File: config.mk
export PLATFORM = sky130hd
export DESIGN_NAME = display_serial
export DESIGN_NICKNAME = d
export VERILOG_FILES = /design/src/rtl/display_serial.sv
export SDC_FILE = /design/constraint.sdc
export NUM_CORES = 1
export LEC_CHECK = 0
export CAP_MARGIN = 20
export CORE_MARGIN = 4
export CORE_UTILIZATION = 50
export CTS_CLUSTER_DIAMETER = 120
export DETAILED_ROUTE_END_ITERATION = 8
export GPL_TIMING_DRIVEN = 0
export MAX_ROUTING_LAYER = met4
export PLACE_DENSITY = 0.81
export SLEW_MARGIN = 20
export SYNTH_ARGS = -nofsm -noshare
export SYNTH_HDL_FRONTEND = slang
export SYNTH_SLANG_ARGS = --single-unit
File: constraint.sdc
create_clock -name clk -period 3.3 [get_ports clk]
set_clock_uncertainty 0.05 [all_clocks]
set_input_delay 0.495 -clock clk [delete_from_list [all_inputs] [get_ports clk]]
set_output_delay 0.495 -clock clk [all_outputs]
set_load 0.01 [all_outputs]
File: src/rtl/display_serial.sv
// display_serial: shows a captured word one bit at a time as 7-segment "0"/"1" patterns with blank gaps
module display_serial #(
  parameter int WIDTH = 4,
  parameter int DWELL = 4,
  parameter int MSB_FIRST = 1,
  localparam int IDXW = WIDTH > 1 ? $clog2(WIDTH) : 1
) (
  input  logic             clk,
  input  logic             reset,
  input  logic             ready,
  input  logic [WIDTH-1:0] entrada,
  output logic [6:0]       display,
  output logic             busy,
  output logic             done,
  output logic [IDXW-1:0]  bit_idx
);
  localparam int CW = DWELL > 1 ? $clog2(DWELL) : 1;
  localparam logic [IDXW-1:0] FIRST = MSB_FIRST != 0 ? IDXW'(WIDTH - 1) : '0;
  localparam logic [IDXW-1:0] LAST = MSB_FIRST != 0 ? '0 : IDXW'(WIDTH - 1);
  localparam logic [CW-1:0] CMAX = CW'(DWELL - 1);
  typedef enum logic [1:0] {IDLE, SHOW, GAP, DONE} state_t;
  state_t state;
  logic [WIDTH-1:0] word;
  logic [IDXW-1:0] idx;
  logic [IDXW-1:0] nxt;
  logic [CW-1:0] cnt;
  function automatic logic [6:0] pat(input logic b);
    return b ? 7'b0000110 : 7'b0111111;
  endfunction
  always_comb nxt = MSB_FIRST != 0 ? idx - 1'b1 : idx + 1'b1;
  always_ff @(posedge clk) begin
    if (reset) begin
      state <= IDLE;
      display <= '0;
      busy <= 1'b0;
      done <= 1'b0;
      bit_idx <= '0;
      idx <= '0;
      cnt <= '0;
      word <= '0;
    end else begin
      case (state)
        IDLE: begin
          busy <= ready;
          done <= 1'b0;
          if (ready) begin
            word <= entrada;
            idx <= FIRST;
            bit_idx <= FIRST;
            cnt <= '0;
            display <= pat(entrada[FIRST]);
            state <= SHOW;
          end
        end
        SHOW: begin
          if (cnt == CMAX) begin
            cnt <= '0;
            display <= '0;
            bit_idx <= '0;
            done <= idx == LAST;
            state <= idx == LAST ? DONE : GAP;
          end else begin
            cnt <= cnt + 1'b1;
          end
        end
        GAP: begin
          idx <= nxt;
          bit_idx <= nxt;
          display <= pat(word[nxt]);
          state <= SHOW;
        end
        DONE: begin
          done <= 1'b0;
          busy <= 1'b0;
          state <= IDLE;
        end
        default: state <= IDLE;
      endcase
    end
  end
endmodule

==> summary.md, run 1 <==
The flow ran to the end, and the final reports show no timing, DRC or antenna violations. The post-cts gate resize count is 0, and the final-report hold violation count is 0. The first TritonRoute pass finished after 4 iterations. The xor/xnor share of the synthesized area is 0%. STA classifies the critical path endpoint as an output pin. The core region is 0.001745 mm2. For the number of antenna diodes, the log shows 0. The kind of path behind the tightest hold check was flip-flop to flip-flop. The post-CTS setup repair buffer count is 0, and the final routed wire length divided by cell count is 13.62 um.

Summed over all layers, the global routing overflow is 0. Once the floorplan was initialized, standard cells occupied 53.26% of the core. After technology mapping, the gate count stands at 103. The tools report the reg2reg setup slack as 1.68 ns.

Ranked by instance count, the synthesized netlist is headed by 16 x dfxtp_1, 9 x a21oi_1, 9 x nor2_1, 8 x ha_1, 7 x nand2_1. Sorting the synthesized cells by area gives the leading types as dfxtp_1 34%, ha_1 11%, mux2i_1 5.4%. The element type at the critical path start is a flip-flop.

Counting flops with a built-in enable in the synthesized netlist gives 0. From left edge to right edge, the die measures 51.12 um. The buffer and inverter count on the worst path was 2.

Relative to the synthesized area, the layout overhead comes to 20.86%. Counting cells, the worst reg-to-reg path comes to 6. The post-detailed-route count of antenna-violating nets was 0.

Cells with a size suffix above 1 make up 12.50% of the layout. VDD sags by at most 449.2 uV. At the placement stage, the worst setup path has a slack of 1.680 ns.

The tool flagged a number of max-cap violations equal to 0. For the aggregate global-route resource usage, the log shows 16.10%. The clock reaches the later pin of the worst-skew pair after 0.28 ns. The logs give 137 for the number of nets in the final layout and 0 for the number of antenna violations at the first check in global routing. The top-area cell type share of the netlist area is 34.45%.

The post-synthesis async set-or-reset flop share is 0%, and the per-instance average area after synthesis is 9.026 um2. In this run the core area contains 15 standard-cell rows. The adder-cell area share of the yosys netlist works out to 10.77%. The cell family contributing the most delay on the critical path is buffers and inverters.

The register bit count reported by yosys is 16. After clock tree synthesis, the clock-pin slew on the worst setup and hold paths is 0.09 ns. After the first detailed-routing iteration, the DRC count stood at 24. The synthesized netlist net count was 118; the total power density per cell area was 812.4 mW/mm2. On the critical path, the stage with the largest delay is an instance of clkdlybuf4s50_1.

STA puts the critical path data arrival time at 1.33 ns. Along the worst hold path, the cell count comes to 2. The peak clock frequency supported by timing is 534.0 MHz, and the top-level port count is 18. The most instantiated library cell after synthesis was dfxtp_1. After synthesis, the share of cell area in mux cells is 6.864%.

The via total after detailed routing was 823. In the synthesized netlist the dominant register cell turns out to be dfxtp_1. CTS placed an instance of clkbuf_4 at the clock tree root.

The shortest period the worst path allows is 1.872 ns. Area fraction in compound gates after synthesis: 17.50%. The critical path in this run is classified as flip-flop to output pin. The sum of routed wire length over all layers is 1975 um, and the post-synthesis share of cell area spent on and, or, nand and nor gates is 19.11%. Setup violations remaining at the end of the flow were counted as 0.

Along the worst path, the maximum fanout reaches 5. Clock tree synthesis found a total of 16 sinks. Measured along the y axis, the die boundary spans 51.12 um.

The number of clock buffers added by TritonCTS is 3. Walking the worst path, the cells encountered are buf_4, clkdlybuf4s50_1. The cell type contributing the most total cell area after synthesis was dfxtp_1.

STA puts the critical path data required time at 2.75 ns. Routability-driven placement finished with a final weighted congestion of 0.8459. For this design, the CTS-stage hold fixing added 0 buffers.

The maximum number of pins on one net before global-route repair is 11. The filler cell count came out at 150. The final count of pins violating max slew came out at 0. Setup repair after global routing left no endpoint under its margin. The first global-routing pass estimated 3118 um of wire. For the final setup TNS, the log shows 0 ns. The clock passes through at most 2 buffers. For this design the static power due to leakage is 0.4498 nW.

For the H-tree depth reported by CTS, the log shows 1. The via count of the first global-routing pass is 743, and the die area is 0.002613 mm2. The post-synth design cell area was 929.6 um2; the count of warnings emitted by yosys was 0.

After synthesis, flip-flops and latches occupy 34.45% of the total area. The number of input and output port buffers inserted came out at 14. Summed over all nets, the half-perimeter wirelength after detailed placement is 1516 um. In the routed design, unresolved DRC markers number 0. In this run the number of cells on the critical path is 2. On the final layout, the worst hold slack is 0.4142 ns. After detailed routing, the number of vias per cell comes to 5.676.

After layout, the worst setup slack is 1.428 ns. The worst path uses 56.74% of the clock period. The worst stage delay on the critical path is 0.52 ns, and the unique cell type count in the Yosys netlist is 34. By area, the combinational part of the netlist is dominated by simple AND/OR/NAND/NOR gates. TritonCTS built the clock tree.
-- per-layer routing --
metal / track usage [%] / wire, um
met1: 19.18 / 867
met2: 26.39 / 960
met3: 3.499 / 117
met4: 6.278 / 28
met5: - / 0
-- sequential cells by signal, summed over array words and instances, names as in the netlist --
register  flops
word          4
bit_idx       2
cnt           2
display       2
idx           2
state         2
busy          1
done          1
-- final timing paths --
| check | to | from |
|---|---|---|
| worst min register to register | word[3] | word[3] |
| worst min-delay path | word[3] | word[3] |
| worst max register to register | state[0] | state[0] |
| worst max-delay path | display[3] | display[4] |
-- cell usage in the layout, fill, tap and decap left out --
master	count
nor2_1	9
conb_1	1
nand2b_4	1
a211oi_1	3
a32oi_1	2
nand3_1	5
clkbuf_4	3
inv_1	5
and3_1	1
nand3b_1	1
nand2b_1	1
mux2i_1	5
buf_6	2
o21ai_1	1
clkdlybuf4s50_1	14
o21ai_0	1
o31ai_1	2
nand2_1	7
a2111oi_2	1
a41oi_1	1
a31oi_1	2
nand4_1	2
buf_8	1
a311oi_1	1
nor3_1	2
a22oi_1	1
nor2b_4	1
a21oi_1	9
nand4b_1	1
dfxtp_1	16
buf_4	5
ha_1	8
nor2b_1	1
clkbuf_1	2
mux2i_2	1
and2b_1	1
-- logic make-up (layout without fill, tap and decap cells) --
kind of cell	Yosys count	in the layout
other	1	1
buffers and inverters	15	32
adders and majority gates	8	8
AOI/OAI and AO/OA	24	24
muxes	6	6
DFF	16	16
and+or+nand+nor	33	33
-- worst register-to-register path, cell delays in order (launching register included) --
cell,delay [ns]
dfxtp_1,0.42
inv_1,0.12
ha_1,0.22
buf_6,0.14
nor2b_4,0.15
a2111oi_2,0.33
nor3_1,0.08
-- power breakdown --
part / switching (W) / internal (W)
combinational: 0.000254 / 0.000266
sequential: 0.0000440 / 0.000247
clock: 0.0000588 / 0.0000423
total: 0.000357 / 0.000556
-- area by class of cell --
class | instances | area (um2) | area share (%)
clock buffers | 3 | 22.52 | 2.004
well taps | 25 | 31.28 | 2.784
plain buffers | 10 | 82.58 | 7.350
inverters | 5 | 18.77 | 1.670
repair buffers | 14 | 140.1 | 12.47
multi-input cells | 72 | 508.0 | 45.21
flip-flops and latches | 16 | 320.3 | 28.51
-- per-stage QoR --
step / util (%) / total power [W] / area, um2 / cells
6_report: 64.37 / 0.0009128 / 1124 / 145
3_5_place_dp: 63.08 / 0.0008157 / 1101 / 142
3_3_place_gp: 63.08 / 0.0007899 / 1101 / 142
4_1_cts: 64.37 / 0.0009149 / 1124 / 145
5_1_grt: 64.37 / 0.0009710 / 1124 / 145
2_1_floorplan: - / 0.0006451 / 929.6 / 103
Note: power is estimated with default switching activity, not from simulation.
==> run 2: changes to the inputs <==
--- a/config.mk
+++ b/config.mk
@@ -7,12 +7,12 @@
 export LEC_CHECK = 0
 export CAP_MARGIN = 20
 export CORE_MARGIN = 4
-export CORE_UTILIZATION = 50
+export CORE_UTILIZATION = 45
 export CTS_CLUSTER_DIAMETER = 120
 export DETAILED_ROUTE_END_ITERATION = 8
 export GPL_TIMING_DRIVEN = 0
 export MAX_ROUTING_LAYER = met4
-export PLACE_DENSITY = 0.81
+export PLACE_DENSITY = 0.78
 export SLEW_MARGIN = 20
 export SYNTH_ARGS = -nofsm -noshare
 export SYNTH_HDL_FRONTEND = slang
==> constraint.sdc (replaced) <==
create_clock -name clk -period 1.7 [get_ports clk]
set_clock_uncertainty 0.05 [all_clocks]
set_input_delay 0.255 -clock clk [delete_from_list [all_inputs] [get_ports clk]]
set_output_delay 0.255 -clock clk [all_outputs]
set_load 0.01 [all_outputs]
==> run 2 against run 1 <==
Via count decreased by 5.0%. Count of clock-buffer cells in the layout increased by 1. Routed wire length decreased by 0.46%. Highest routed layer unchanged. Critical path type unchanged. Final area increased by 1.8%. Largest power group unchanged. Worst hold slack got worse by 0.21 ns. Critical path depth unchanged. Worst setup slack got worse by 1.3 ns. Die area increased by 9.3%.
==> summary.md, run 2 (same netlist as run 1, synthesis figures left out) <==
The number of nets in the final layout is 137 (unchanged). Final routed wire length divided by cell count: 13.28 um (-2.5%). The share of post-route cells with drive strength above 1 was 15.70% (+3.2 points). The first-pass iteration count of the detailed router is 4 (unchanged), and the number of max-cap violations is 0 (unchanged). The clock period could shrink to 1.597 ns. Sum of overflow across all layers after global routing: 0 (unchanged).

The worst hold margin is 0.2030 ns (-0.2112 ns), and the post-route total power is 0.001835 W (+100%). The tools report the final-report hold violation count as 0 (unchanged). The die width came out at 53.45 um (+4.6%). The global placement routability congestion was 0.8288 (-2.0%); the peak clock frequency supported by timing was 626.0 MHz. The kind of path behind the tightest hold check is primary input to flip-flop. Setup repair after global routing left no endpoint under its margin.

The cell internal power dissipation is 0.001133 W (+100%). The fraction of power spent switching nets is 38.28% (-0.85 points), and the clock edge transition at the registers on the reported setup and hold paths is 0.10 ns (about the same). The tools report the element type at the critical path start as a flip-flop.

Number of placed cells counting well taps: 144 (+1.4%). Combinational share of power: 54.8% (-2.3 points). The register with the most flip-flops is word.

The tools report the total CTS buffers as 3 (unchanged). The clock latency on the worst-skew pair was 0.29 ns (about the same). Sum of routed wire length over all layers: 1966 um (-0.46%). The flow ran to the end, and the final reports show no timing, DRC or antenna violations.

Depth of the worst register-to-register path: 6 (unchanged). The average via count per standard cell is 5.284 (-6.9%), and the post-CTS setup repair buffer count is 0 (unchanged). The maximum number of pins on one net before global-route repair came out at 11 (unchanged).

The run gives 16.86% (+0.76 points) as the aggregate global-route resource usage. The worst reg2reg path startpoint was state[0]. For the setup violation total in the final timing report, the log shows 0 (unchanged). The number of input and output port buffers inserted came out at 14 (unchanged). The run gives 31.1% (-0.8 points) as the sequential share of power. Final count of pins violating max slew: 0 (unchanged).

The tools report the via count of the first global-routing pass as 777 (+4.6%). The critical path goes through buf_4, clkdlybuf4s50_1. The tree is rooted in a clkbuf_4. Total power density per cell area: 1605 mW/mm2 (+98%). The tools report the number of standard-cell rows in the floorplan as 16 (+1).

The logs give 1.29 ns (-0.04 ns) for the data arrival time of the critical path and 0 ns (unchanged) for the final setup TNS. The vertical die dimension was 53.45 um (+4.6%). The run gives 2 (unchanged) as the largest buffer count on any clock path. For the hold-fix buffer count after cts, the log shows 0 (unchanged).

The net load switching power is 0.0007025 W (+97%). For this design, the slowest cell found on the critical path is clkdlybuf4s50_1. The standard cell core area was 0.001962 mm2 (+12%). The worst stage delay on the critical path was 0.53 ns (about the same). The worst setup path is captured at an output pin. The utilization after layout was 58.29% (-6.1 points); the starting density of the core was 47.39% (-5.9 points). The number of flip-flops under the largest register name is 4 (unchanged). The number of cells on the worst hold path is 3 (+1), and the initial DRC count is 18 (-25%). The tools report the filler-free cell count of the finished design as 148 (+2.1%). The area growth from synthesis to layout is 23.02%. In the layout the commonest cells are 14 x clkdlybuf4s50_1, 13 x dfxtp_1, 9 x nor2_1, 9 x a21oi_1, 8 x ha_1. Data required time at the worst endpoint: 1.39 ns (-1.36 ns). First-pass GRT wire length: 3443 um (+10%). Type of the setup path with the least slack: flip-flop to output pin. The leakage power is 0.4580 nW (+1.8%). The worst hold path terminates at word[2]. The number of antenna diodes came out at 0 (unchanged). The reg2reg setup slack came out at 0.16 ns (-1.52 ns).

The worst register-to-register path ends at display[4]. The final critical path takes up 93.96% of the cycle. The post-detailed-route count of antenna-violating nets is 0 (unchanged), and the H-tree depth reported by CTS is 1 (unchanged). The via total after detailed routing was 782 (-5.0%); the total DRC errors in the routed layout was 0 (unchanged). TritonCTS built the clock tree. The run gives 0.002857 mm2 (+9.3%) as the die area.

The clock group share of total power was 14.1% (+3.0 points). The number of clock sinks seen by CTS came out at 16 (unchanged). The library cell used most frequently in the layout, excluding fill and tap cells, is clkdlybuf4s50_1.

Filler cell count: 188 (+25%). The startpoint identified for the worst hold timing path is ready. The maximum fanout count along the critical path is 3 (-2), and the top-level port count is 18 (unchanged).

The logs give 0 (unchanged) for the number of antenna violations at the first check in global routing and 1472 um (-2.9%) for the detailed placer's ending HPWL. The worst vdd rail ir drop came out at 837.4 uV (+86%).
[run 2: cell count changes in the layout (fill, tap and decap cells not counted)]
cell,change
dfxtp_1,-3
dfxtp_2,+3
clkbuf_8,+1
[run 2: worst max path at each step]
stage | cells after the start | slack, ns | from | end
3_3_place_gp | 6 | 0.16 | state[0] | state[0]
3_5_place_dp | 6 | 0.12 | state[0] | state[0]
5_1_grt | 2 | 0.04 | display[4] | display[4]
4_1_cts | 2 | 0.03 | display[4] | display[4]
6_report | 2 | 0.10 | display[2] | display[2]
2_1_floorplan | 6 | 0.22 | state[0] | state[0]
[run 2: layout make-up]
cell class	instances	area [um2]	area share [%]
buffer	10	82.58	7.221
clock buffer	4	36.28	3.173
inverter	5	18.77	1.641
multi-input combinational	72	508.0	44.42
sequential	16	324.1	28.34
tap	27	33.78	2.954
timing repair buffer	14	140.1	12.25
[run 2: layer usage]
metal / vias to the layer above / track usage [%] / share of wire, %
met4: 0 / 8.936 / 1.2
met5: - / - / 0
li1: 401 / - / -
met2: 19 / 26.33 / 48
met1: 358 / 20.78 / 46
met3: 4 / 2.535 / 4.0
[run 2: timing repair]
| item | 4_1_cts | 5_1_grt |
|---|---|---|
| hold endpoints to repair | 0 | 0 |
| setup endpoints to repair | 0 | 6 |
| resized for setup | 0 | 3 |
[run 2: stage by stage]
step / instance area [um2] / worst slack [ns]
2_1_floorplan: 929.6 / 0.2246
3_3_place_gp: 1104 / 0.1626
3_5_place_dp: 1104 / 0.1230
4_1_cts: 1140 / 0.02896
5_1_grt: 1144 / 0.04426
6_report: 1144 / 0.1027
[run 2: critical path: cells and delay by family (launching register included)]
family                 cells  cell delay, ns
buffers and inverters      2            0.64
DFF                        1            0.36
[run 2: power by group through the flow]
| stage | combinational, W | sequential [W] | clock, W |
|---|---|---|---|
| after floorplan | 0.000673 | 0.000580 | 0 |
| after global placement | 0.000967 | 0.000566 | 0 |
| after detailed placement | 0.000999 | 0.000575 | 0 |
| after CTS | 0.00100 | 0.000566 | 0.000266 |
| after global routing | 0.00110 | 0.000588 | 0.000283 |
| final | 0.00101 | 0.000571 | 0.000259 |
